### config.mk
export PLATFORM = sky130hd
export DESIGN_NAME = round_key_schedule_flat
export DESIGN_NICKNAME = d
export VERILOG_FILES = /design/src/rtl/mini_aes_pkg.sv /design/src/rtl/round_key_schedule_if.sv /design/src/rtl/mini_key_step.sv /design/src/rtl/round_key_schedule.sv /design/src/flat_wrapper.sv
export SDC_FILE = /design/constraint.sdc
export NUM_CORES = 1
export LEC_CHECK = 0
export ABC_AREA = 1
export BUFFER_PORTS_ARGS = -buffer_cell sky130_fd_sc_hd__clkbuf_2
export CAP_MARGIN = 25
export CORE_AREA = 2 2 120 122
export DETAILED_ROUTE_END_ITERATION = 10
export DIE_AREA = 0 0 122 124
export SYNTH_ARGS = -nofsm -noshare
export SYNTH_HDL_FRONTEND = slang
export SYNTH_SLANG_ARGS = --single-unit
### constraint.sdc
create_clock -name clk -period 5.2 [get_ports clk]
set_input_delay 1.04 -clock clk [delete_from_list [all_inputs] [get_ports clk]]
set_output_delay 1.04 -clock clk [all_outputs]
set_load 0.1 [all_outputs]
### src/rtl/mini_aes_pkg.sv
// Shared mini-AES types and helpers: 2x2 state of 2-bit elements, sbox, round constants,
// plus the key-schedule FSM encoding.
package mini_aes_pkg;

  localparam int DIM = 2;

  typedef logic [3:0][1:0] state_t;

  typedef enum logic [1:0] {
    ST_IDLE,
    ST_EXPAND,
    ST_STREAM
  } rks_state_e;

  function automatic logic [1:0] sbox(input logic [1:0] e);
    logic [1:0] s;
    case (e)
      2'd0:    s = 2'd1;
      2'd1:    s = 2'd3;
      2'd2:    s = 2'd0;
      default: s = 2'd2;
    endcase
    return s;
  endfunction

  // Round constants cycle 1,2,3,1,2,3,... starting at round 1
  function automatic logic [1:0] rcon(input int i);
    return 2'(((i - 1) % 3) + 1);
  endfunction

endpackage

### src/rtl/round_key_schedule_if.sv
// Key-load and round-key stream handshake bundle; master is the key-schedule engine,
// slave is the side that supplies keys and consumes round keys.
interface round_key_schedule_if #(
  parameter int IDXW = 3
) ();
  import mini_aes_pkg::*;

  logic            key_valid;
  logic            key_ready;
  state_t          key_in;
  logic            decrypt;
  logic            abort;
  logic            rk_valid;
  logic            rk_ready;
  state_t          rk_out;
  logic [IDXW-1:0] rk_index;
  logic            rk_last;

  modport master (
    input  key_valid, key_in, decrypt, abort, rk_ready,
    output key_ready, rk_valid, rk_out, rk_index, rk_last
  );

  modport slave (
    output key_valid, key_in, decrypt, abort, rk_ready,
    input  key_ready, rk_valid, rk_out, rk_index, rk_last
  );

endinterface

### src/rtl/mini_key_step.sv
// One combinational key-expansion step: RK[i-1] -> RK[i] for round index i.
module mini_key_step
  import mini_aes_pkg::*;
#(
  parameter int IDXW = 3
) (
  input  state_t          prev_key,
  input  logic [IDXW-1:0] round,
  output state_t          next_key
);

  logic [DIM-1:0][1:0] w0, w1, sub, g, w2, w3;

  assign w0 = prev_key[3:2];
  assign w1 = prev_key[1:0];

  // RotWord is folded into the sbox input select
  generate
    for (genvar gi = 0; gi < DIM; gi++) begin : g_sub
      assign sub[gi] = sbox(w1[DIM-1-gi]);
    end
  endgenerate

  assign g        = {sub[1] ^ rcon(int'(round)), sub[0]};
  assign w2       = w0 ^ g;
  assign w3       = w2 ^ w1;
  assign next_key = {w2, w3};

endmodule

### src/rtl/round_key_schedule.sv
// Iterative mini-AES key expansion: loads a cipher key, expands NR round keys into a
// flop buffer, then streams them ascending (encrypt) or descending (decrypt).
module round_key_schedule
  import mini_aes_pkg::*;
#(
  parameter int NR   = 4,
  parameter int IDXW = 3
) (
  input logic                  clk,
  input logic                  rst_n,
  round_key_schedule_if.master bus
);

  localparam logic [IDXW-1:0] LAST_IDX = IDXW'(NR);

  rks_state_e      state_reg, state_next;
  logic [IDXW-1:0] cnt_reg, cnt_next;
  logic [IDXW-1:0] ptr_reg, ptr_next;
  logic            decrypt_reg, decrypt_next;
  logic            key_ready_reg, key_ready_next;
  logic            rk_valid_reg, rk_valid_next;
  state_t          rk_out_reg, rk_out_next;
  logic [IDXW-1:0] rk_index_reg, rk_index_next;
  logic            rk_last_reg, rk_last_next;

  state_t buf_reg [NR+1];
  state_t step_prev;
  state_t step_out;
  logic   key_load;
  logic   expand_we;

  assign step_prev = buf_reg[cnt_reg - 1'b1];

  mini_key_step #(
    .IDXW(IDXW)
  ) u_step (
    .prev_key(step_prev),
    .round   (cnt_reg),
    .next_key(step_out)
  );

  always_comb begin
    state_next     = state_reg;
    cnt_next       = cnt_reg;
    ptr_next       = ptr_reg;
    decrypt_next   = decrypt_reg;
    key_ready_next = key_ready_reg;
    rk_valid_next  = rk_valid_reg;
    rk_out_next    = rk_out_reg;
    rk_index_next  = rk_index_reg;
    rk_last_next   = rk_last_reg;
    key_load       = 1'b0;
    expand_we      = 1'b0;

    if (bus.abort) begin
      // Flush wins over any same-cycle key or round-key handshake
      state_next     = ST_IDLE;
      key_ready_next = 1'b1;
      rk_valid_next  = 1'b0;
      rk_last_next   = 1'b0;
    end else begin
      case (state_reg)
        ST_IDLE: begin
          if (bus.key_valid) begin
            key_load       = 1'b1;
            state_next     = ST_EXPAND;
            cnt_next       = IDXW'(1);
            decrypt_next   = bus.decrypt;
            key_ready_next = 1'b0;
          end
        end
        ST_EXPAND: begin
          expand_we = 1'b1;
          cnt_next  = cnt_reg + 1'b1;
          if (cnt_reg == LAST_IDX) begin
            state_next = ST_STREAM;
            ptr_next   = decrypt_reg ? LAST_IDX : '0;
          end
        end
        ST_STREAM: begin
          // ptr_reg names the next key to place in the output register
          if (rk_valid_reg && bus.rk_ready && rk_last_reg) begin
            state_next     = ST_IDLE;
            key_ready_next = 1'b1;
            rk_valid_next  = 1'b0;
            rk_last_next   = 1'b0;
          end else if (!rk_valid_reg || bus.rk_ready) begin
            rk_valid_next = 1'b1;
            rk_out_next   = buf_reg[ptr_reg];
            rk_index_next = ptr_reg;
            rk_last_next  = decrypt_reg ? (ptr_reg == '0) : (ptr_reg == LAST_IDX);
            ptr_next      = decrypt_reg ? (ptr_reg - 1'b1) : (ptr_reg + 1'b1);
          end
        end
        default: state_next = ST_IDLE;
      endcase
    end
  end

  always_ff @(posedge clk or negedge rst_n) begin
    if (!rst_n) begin
      state_reg     <= ST_IDLE;
      cnt_reg       <= '0;
      ptr_reg       <= '0;
      decrypt_reg   <= 1'b0;
      key_ready_reg <= 1'b1;
      rk_valid_reg  <= 1'b0;
      rk_out_reg    <= '0;
      rk_index_reg  <= '0;
      rk_last_reg   <= 1'b0;
    end else begin
      state_reg     <= state_next;
      cnt_reg       <= cnt_next;
      ptr_reg       <= ptr_next;
      decrypt_reg   <= decrypt_next;
      key_ready_reg <= key_ready_next;
      rk_valid_reg  <= rk_valid_next;
      rk_out_reg    <= rk_out_next;
      rk_index_reg  <= rk_index_next;
      rk_last_reg   <= rk_last_next;
    end
  end

  // Key buffer is deliberately left out of reset
  generate
    for (genvar gi = 0; gi <= NR; gi++) begin : g_buf
      if (gi == 0) begin : g_key
        always_ff @(posedge clk) begin
          if (key_load) begin
            buf_reg[0] <= bus.key_in;
          end
        end
      end else begin : g_rk
        always_ff @(posedge clk) begin
          if (expand_we && cnt_reg == IDXW'(gi)) begin
            buf_reg[gi] <= step_out;
          end
        end
      end
    end
  endgenerate

  assign bus.key_ready = key_ready_reg;
  assign bus.rk_valid  = rk_valid_reg;
  assign bus.rk_out    = rk_out_reg;
  assign bus.rk_index  = rk_index_reg;
  assign bus.rk_last   = rk_last_reg;

endmodule
### src/flat_wrapper.sv
// flat-port wrapper written by rule: the top's interface ports become plain ports
module round_key_schedule_flat import mini_aes_pkg::*;
#(
  parameter int NR   = 4,
  parameter int IDXW = 3
)
  (clk, rst_n, bus_key_valid, bus_key_in, bus_decrypt, bus_abort, bus_rk_ready, bus_key_ready, bus_rk_valid, bus_rk_out, bus_rk_index, bus_rk_last);
  round_key_schedule_if #(.IDXW(IDXW)) bus_i ();
  input logic clk;
  input logic rst_n;
  input wire logic [$bits(bus_i.key_valid)-1:0] bus_key_valid;
  input wire logic [$bits(bus_i.key_in)-1:0] bus_key_in;
  input wire logic [$bits(bus_i.decrypt)-1:0] bus_decrypt;
  input wire logic [$bits(bus_i.abort)-1:0] bus_abort;
  input wire logic [$bits(bus_i.rk_ready)-1:0] bus_rk_ready;
  output wire logic [$bits(bus_i.key_ready)-1:0] bus_key_ready;
  output wire logic [$bits(bus_i.rk_valid)-1:0] bus_rk_valid;
  output wire logic [$bits(bus_i.rk_out)-1:0] bus_rk_out;
  output wire logic [$bits(bus_i.rk_index)-1:0] bus_rk_index;
  output wire logic [$bits(bus_i.rk_last)-1:0] bus_rk_last;
  assign bus_i.key_valid = bus_key_valid;
  assign bus_i.key_in = bus_key_in;
  assign bus_i.decrypt = bus_decrypt;
  assign bus_i.abort = bus_abort;
  assign bus_i.rk_ready = bus_rk_ready;
  assign bus_key_ready = bus_i.key_ready;
  assign bus_rk_valid = bus_i.rk_valid;
  assign bus_rk_out = bus_i.rk_out;
  assign bus_rk_index = bus_i.rk_index;
  assign bus_rk_last = bus_i.rk_last;
  round_key_schedule #(.NR(NR), .IDXW(IDXW)) u_core (.clk(clk), .rst_n(rst_n), .bus(bus_i));
endmodule
## Word-level counts from Yosys, hierarchy flattened

Memory sizes are Yosys's and may differ from the RTL's. A register that Yosys moved wholly into a read port is not among the register bits.
Cells that the tools add are included.

| storage, ports and cells | value |
|---|---|
| input port bits | 14 |
| latch bits | 0 |
| memory bits (writable) | 40 |
| ROM bits | 0 |
| register bits | 15 |
| memories kept | 1 |

Memory list:

| name | depth | width | rd ports | clocked after memory_dff | write ports | line | text |
|---|---|---|---|---|---|---|---|
| u_core.buf_reg | 5 | 8 | 2 | 1 | 1 | round_key_schedule.sv:26 | `state_t buf_reg [NR+1];` |

| operators by class | value |
|---|---|
| add/subtract/negate cells | 6 |
| order comparisons | 0 |
| divide/modulo/power cells | 1 |
| mux-type cells | 55 |
| $mul | 0 |
| equal/unequal tests | 18 |
| reduce and logical (&&, ||, !) cells | 29 |
| shift-type cells | 0 |
| bitwise logic cells | 5 |

Operators by type and width:

| operator | number |
|---|---|
| modulo 32 x 3 -> 32 bit (second input constant) | 1 |
| 2-to-1 mux 8 bit | 4 |
| OR reduction 8 bit | 4 |
| 2-to-1 mux 1 bit | 31 |
| 2-to-1 mux 3 bit | 10 |
| case mux 2 bit (3 select lines) | 3 |
| case mux 3 bit (2 select lines) | 2 |
| AND reduction 3 bit | 4 |
| 2-to-1 mux 2 bit | 4 |
| XOR 4 bit | 2 |
| adder 3 x 1 -> 3 bit (second input constant) | 2 |
| equality test 2 x 1 -> 1 bit (second input constant) | 3 |
| equality test 2 bit (second input constant) | 3 |
| equality test 3 x 2 -> 1 bit (second input constant) | 2 |
| equality test 3 bit (second input constant) | 2 |
| logical AND 1 bit | 6 |
| logical NOT 2 bit | 3 |
| inequality test 3 x 2 -> 1 bit (second input constant) | 2 |
| nonzero test 2 bit | 3 |
| nonzero test 3 bit | 2 |
| subtractor 3 x 1 -> 3 bit (second input constant) | 2 |
| AND reduction 5 bit | 1 |
| inequality test 2 x 1 -> 1 bit (second input constant) | 2 |
| inequality test 2 bit (second input constant) | 2 |
| other kinds (12) | 14 |

## Logic depth before layout (Yosys ltp)

| depth | value |
|---|---|
| word-level depth | 11 |
| mapped depth | 27 |

## By module

From an unflattened synthesis, not the netlist that was laid out.

| unflattened totals | value |
|---|---|
| cell total of the unflattened synthesis | 432 |
| area, all modules | 3569.7 µm² |

By module, submodules not included:

| module | area an instance (µm²) | instances | cells an instance |
|---|---|---|---|
| round_key_schedule | 3084.2 | 1 | 349 |
| mini_key_step | 485.5 | 1 | 83 |

## Worst setup path after synthesis

OpenSTA, ideal clock, no wires.

| path | value |
|---|---|
| path type | register to register |
| start point | reg u_core.cnt_reg[0] |
| end point | mem u_core.buf_reg[1][3] in the netlist's numbering, data pin |
| cell stages (with the launch flop) | 27 |
| path buffers | 3 |
| slack | 1990 ps |
| library setup time | 265 ps |
| period minus slack after synthesis | 3210 ps |
| data arrival time | 2945 ps |
| cell sequence | dfrtp_1 -> buf_6 -> buf_6 -> inv_1 -> ha_1 -> buf_4 -> inv_4 -> nand2_1 -> nand2_1 -> inv_2 -> ha_1 -> inv_1 -> nand2_4 -> xor2_1 -> ha_1 -> inv_1 -> nand2_1 -> inv_2 -> nand2_4 -> nand2_4 -> nand2_2 -> nand2_1 -> nand2_2 -> nand2_2 -> nand2_2 -> nand3_1 -> nand2_1 |

RTL lines:

| item | line | text |
|---|---|---|
| start: declaration | round_key_schedule.sv:17 | `logic [IDXW-1:0] cnt_reg, cnt_next;` |
| start signal: assignment | round_key_schedule.sv:113 | `cnt_reg <= cnt_next;` |
| end: declaration | round_key_schedule.sv:26 |  |

==> flow_metrics.tcl <==
set metrics [dict create \
    fillers 1424 \
    track_usage_pct 11.2 \
    wire_per_inst_um 14.5 \
    min_period_ns 3.48 \
    ioPinCount 28 \
    cts-buffers-inserted 9 \
    num_vias 2598 \
    irDropWorstVdd_v 0.000263 \
    synth_warnings 0 \
    synthArstFlopShare_pct 36.5 \
    overflow 0 \
    post-cts-setup-buffers 0 \
    place_congestion 0.855 \
    slew_headroom_pct 30.1 \
    synthAdderAreaFrac_pct 4.25 \
    fin_nets 405 \
    ys_types 38 \
    crit_family "buffers and inverters" \
    drv_slew 0 \
    dieHeight_um 124 \
    multi_input_area_um2 1410 \
    drt-initial-drc-count 260 \
    cts_tree "yes" \
    grt_pass1_wl_mm 13.0 \
    cts_buffer_depth 2 \
    cp_max_fo 26 \
    fin_tns_setup_ns 0 \
    worstSetupEndpointType "register" \
    synthCells 354 \
    largest_reg_flops 40 \
    instances_no_fill 565 \
    synthToLayoutAreaGrowth_pct 16.5 \
    dr.pass1.iters 5 \
    postRouteAntennaNets 0 \
    ys_seq_area_share_pct 52.1 \
    dpl.cell_count 549 \
    first_global_vias 2591 \
    ctsRootBufferMaster "clkbuf_16" \
    finalHoldViolations 0 \
    start_util_pct 24.9 \
    synthSimpleGateAreaFrac_pct 18.9 \
    hold_class "reg2reg" \
    seq_area_um2 1780 \
    arrival_ns 3.62 \
    synth_top_area_share_pct 35.2 \
    syn_area_per_cell_um2 9.64 \
    clk_latency_ns 0.33 \
    postCtsHoldBufs 0 \
    rows 43 \
    core-area_um2 13700 \
    muxShareOfSynthArea_pct 0 \
    clock-sinks 63 \
    setup_violations 0 \
    rsz0062_at_grt "false" \
    yosysTopAreaCell "edfxtp_1" \
    synth_area_um2 3410 \
    yosys-top-cells-area "edfxtp_1 35%, dfrtp_1 16%, nor2_1 7.4%" \
    syn_nets 379 \
    critPathSlowestCell "ha_1" \
    synth_compound_area_share_pct 15.1 \
    startpoint_type "register" \
    synth_most_common_cell "nor2_1" \
    drive_above_1_share_pct 22.1 \
    maxCapViolations 0 \
    die_w_um 122 \
    io_buffer_count 27 \
    powerDensity_nw_per_um2 744 \
    dp_slack_ns 1.77 \
    path_class "reg2reg" \
    status "completed" \
    via_per_inst 4.60 \
    max_freq_mhz 288 \
    grt_max_degree 27 \
    synth_edf_count 40 \
    critPathMaxStageDelay_ns 0.49 \
    synth_xor_area_share_pct 3.01 \
    dieArea_um2 15100 \
    dp_hpwl_mm 5.63 \
    antenna_found_initial 0 \
    cts.clk_slew.worst_paths_ns 0.06 \
    antenna_cells 0 \
    period_share_pct 66.9 \
    synth_common_cells "67 x nor2_1, 40 x edfxtp_1, 40 x o21ai_0, 29 x nand2_1, 28 x inv_1" \
    ys_ff_latch 63 \
    finClkSkew_ns 0.00636 \
    p_leak_nw 1.62 \
    cts_max_level 3 \
    worst_slack_ns 1.72 \
    critPathBufInv 7 \
    drcViolationCount 0 \
    synth_top_family_by_area "simple AND/OR/NAND/NOR gates" \
    path_cells "buf_4 -> inv_1 -> ha_1 -> inv_4 -> nand2_1 -> nand2_1 -> inv_2 -> ha_1 -> inv_1 -> nand2_4 -> xor2_1 -> ha_1 -> inv_1 -> nand2_1 -> inv_2 -> nand3_2 -> nand2_4 -> xor2_2 -> xor2_1" \
    synthFlopType "edfxtp_1" \
    ctsResizeCount 0 \
    tightest_slew_ns 1.05 \
    routed_wl_mm 8.20 \
    worstPathRequired_ns 5.34 \
]
## per-layer routing
layer	share of wire, %	track usage, %	wire, µm
met3	9.0	2.38	735
met5	0	0	0
met4	2.2	5.39	179
met2	48	18.1	3910
met1	41	14.2	3380
## kinds of logic after synthesis
group,count (synthesis)
buffers and inverters,49
AOI/OAI and AO/OA,88
adders and majority gates,11
xor gates and xnor gates,10
DFF,63
and+or+nand+nor,133
## tightest hold or removal path, stage by stage, from the launching register on
cell and delay [ns]:
dfstp_2 0.36, inv_1 0.04, o21ai_0 0.07
## cells in the final DEF (no fill, tap or decap), types with 2 or more instances in the layout
master / instances
edfxtp_1: 40
o21ai_1: 4
inv_1: 28
xor2_2: 2
dfrtp_1: 22
a21oi_1: 18
o221ai_1: 3
xnor2_1: 2
nor2_2: 5
clkinvlp_4: 2
inv_6: 3
o21ai_2: 2
nand2_2: 7
xor2_1: 6
nor2_1: 67
o21ai_0: 40
inv_2: 6
ha_1: 10
clkbuf_2: 27
nand2_1: 29
nand3_2: 4
nand3_1: 9
clkbuf_16: 9
nand2_4: 9
a31oi_1: 4
o22ai_1: 11
## area by class of cell
class                   instances  share of cell area, %
flip-flops and latches         63                   44.7
multi-input cells             242                   35.5
clock buffers                   9                   5.66
well taps                     180                   5.66
repair buffers                 28                   3.59
inverters                      36                   3.46
clock inverters                 7                   1.38
## power by group
part	total, mW	switching, mW	internal (mW)
clock network	0.564	0.237	0.327
logic	1.48	1.09	0.396
registers	0.911	0.0678	0.843
total	2.96	1.39	1.57
## worst paths after layout
path                                      start                      to  slack (ns)  cells past startpoint
hold / removal             u_core.bus.key_ready    u_core.bus.key_ready        0.48                      2
hold reg to reg            u_core.bus.key_ready    u_core.bus.key_ready        0.48                      2
setup / recovery              u_core.cnt_reg[0]    u_core.buf_reg[1][2]        1.72                     19
max in group asynchronous                 rst_n  u_core.bus.rk_index[2]        4.09                      1
min in group asynchronous                 rst_n    u_core.bus.rk_out[3]        0.71                      1
setup reg to reg              u_core.cnt_reg[0]    u_core.buf_reg[1][2]        1.72                     19
## per-stage QoR
step / hold slack (ns) / power (mW) / instance area, µm² / utilization (%)
CTS: 0.489 / 2.97 / 3980 / 29.0
finish: 0.481 / 2.96 / 3980 / 29.0
global route: 0.513 / 3.16 / 3980 / 29.0
floorplan: 0.513 / 2.15 / 3410 / -
global placement: 0.469 / 2.36 / 3700 / 26.9
detailed placement: 0.478 / 2.40 / 3700 / 26.9
(Power assumes the default switching activity.)
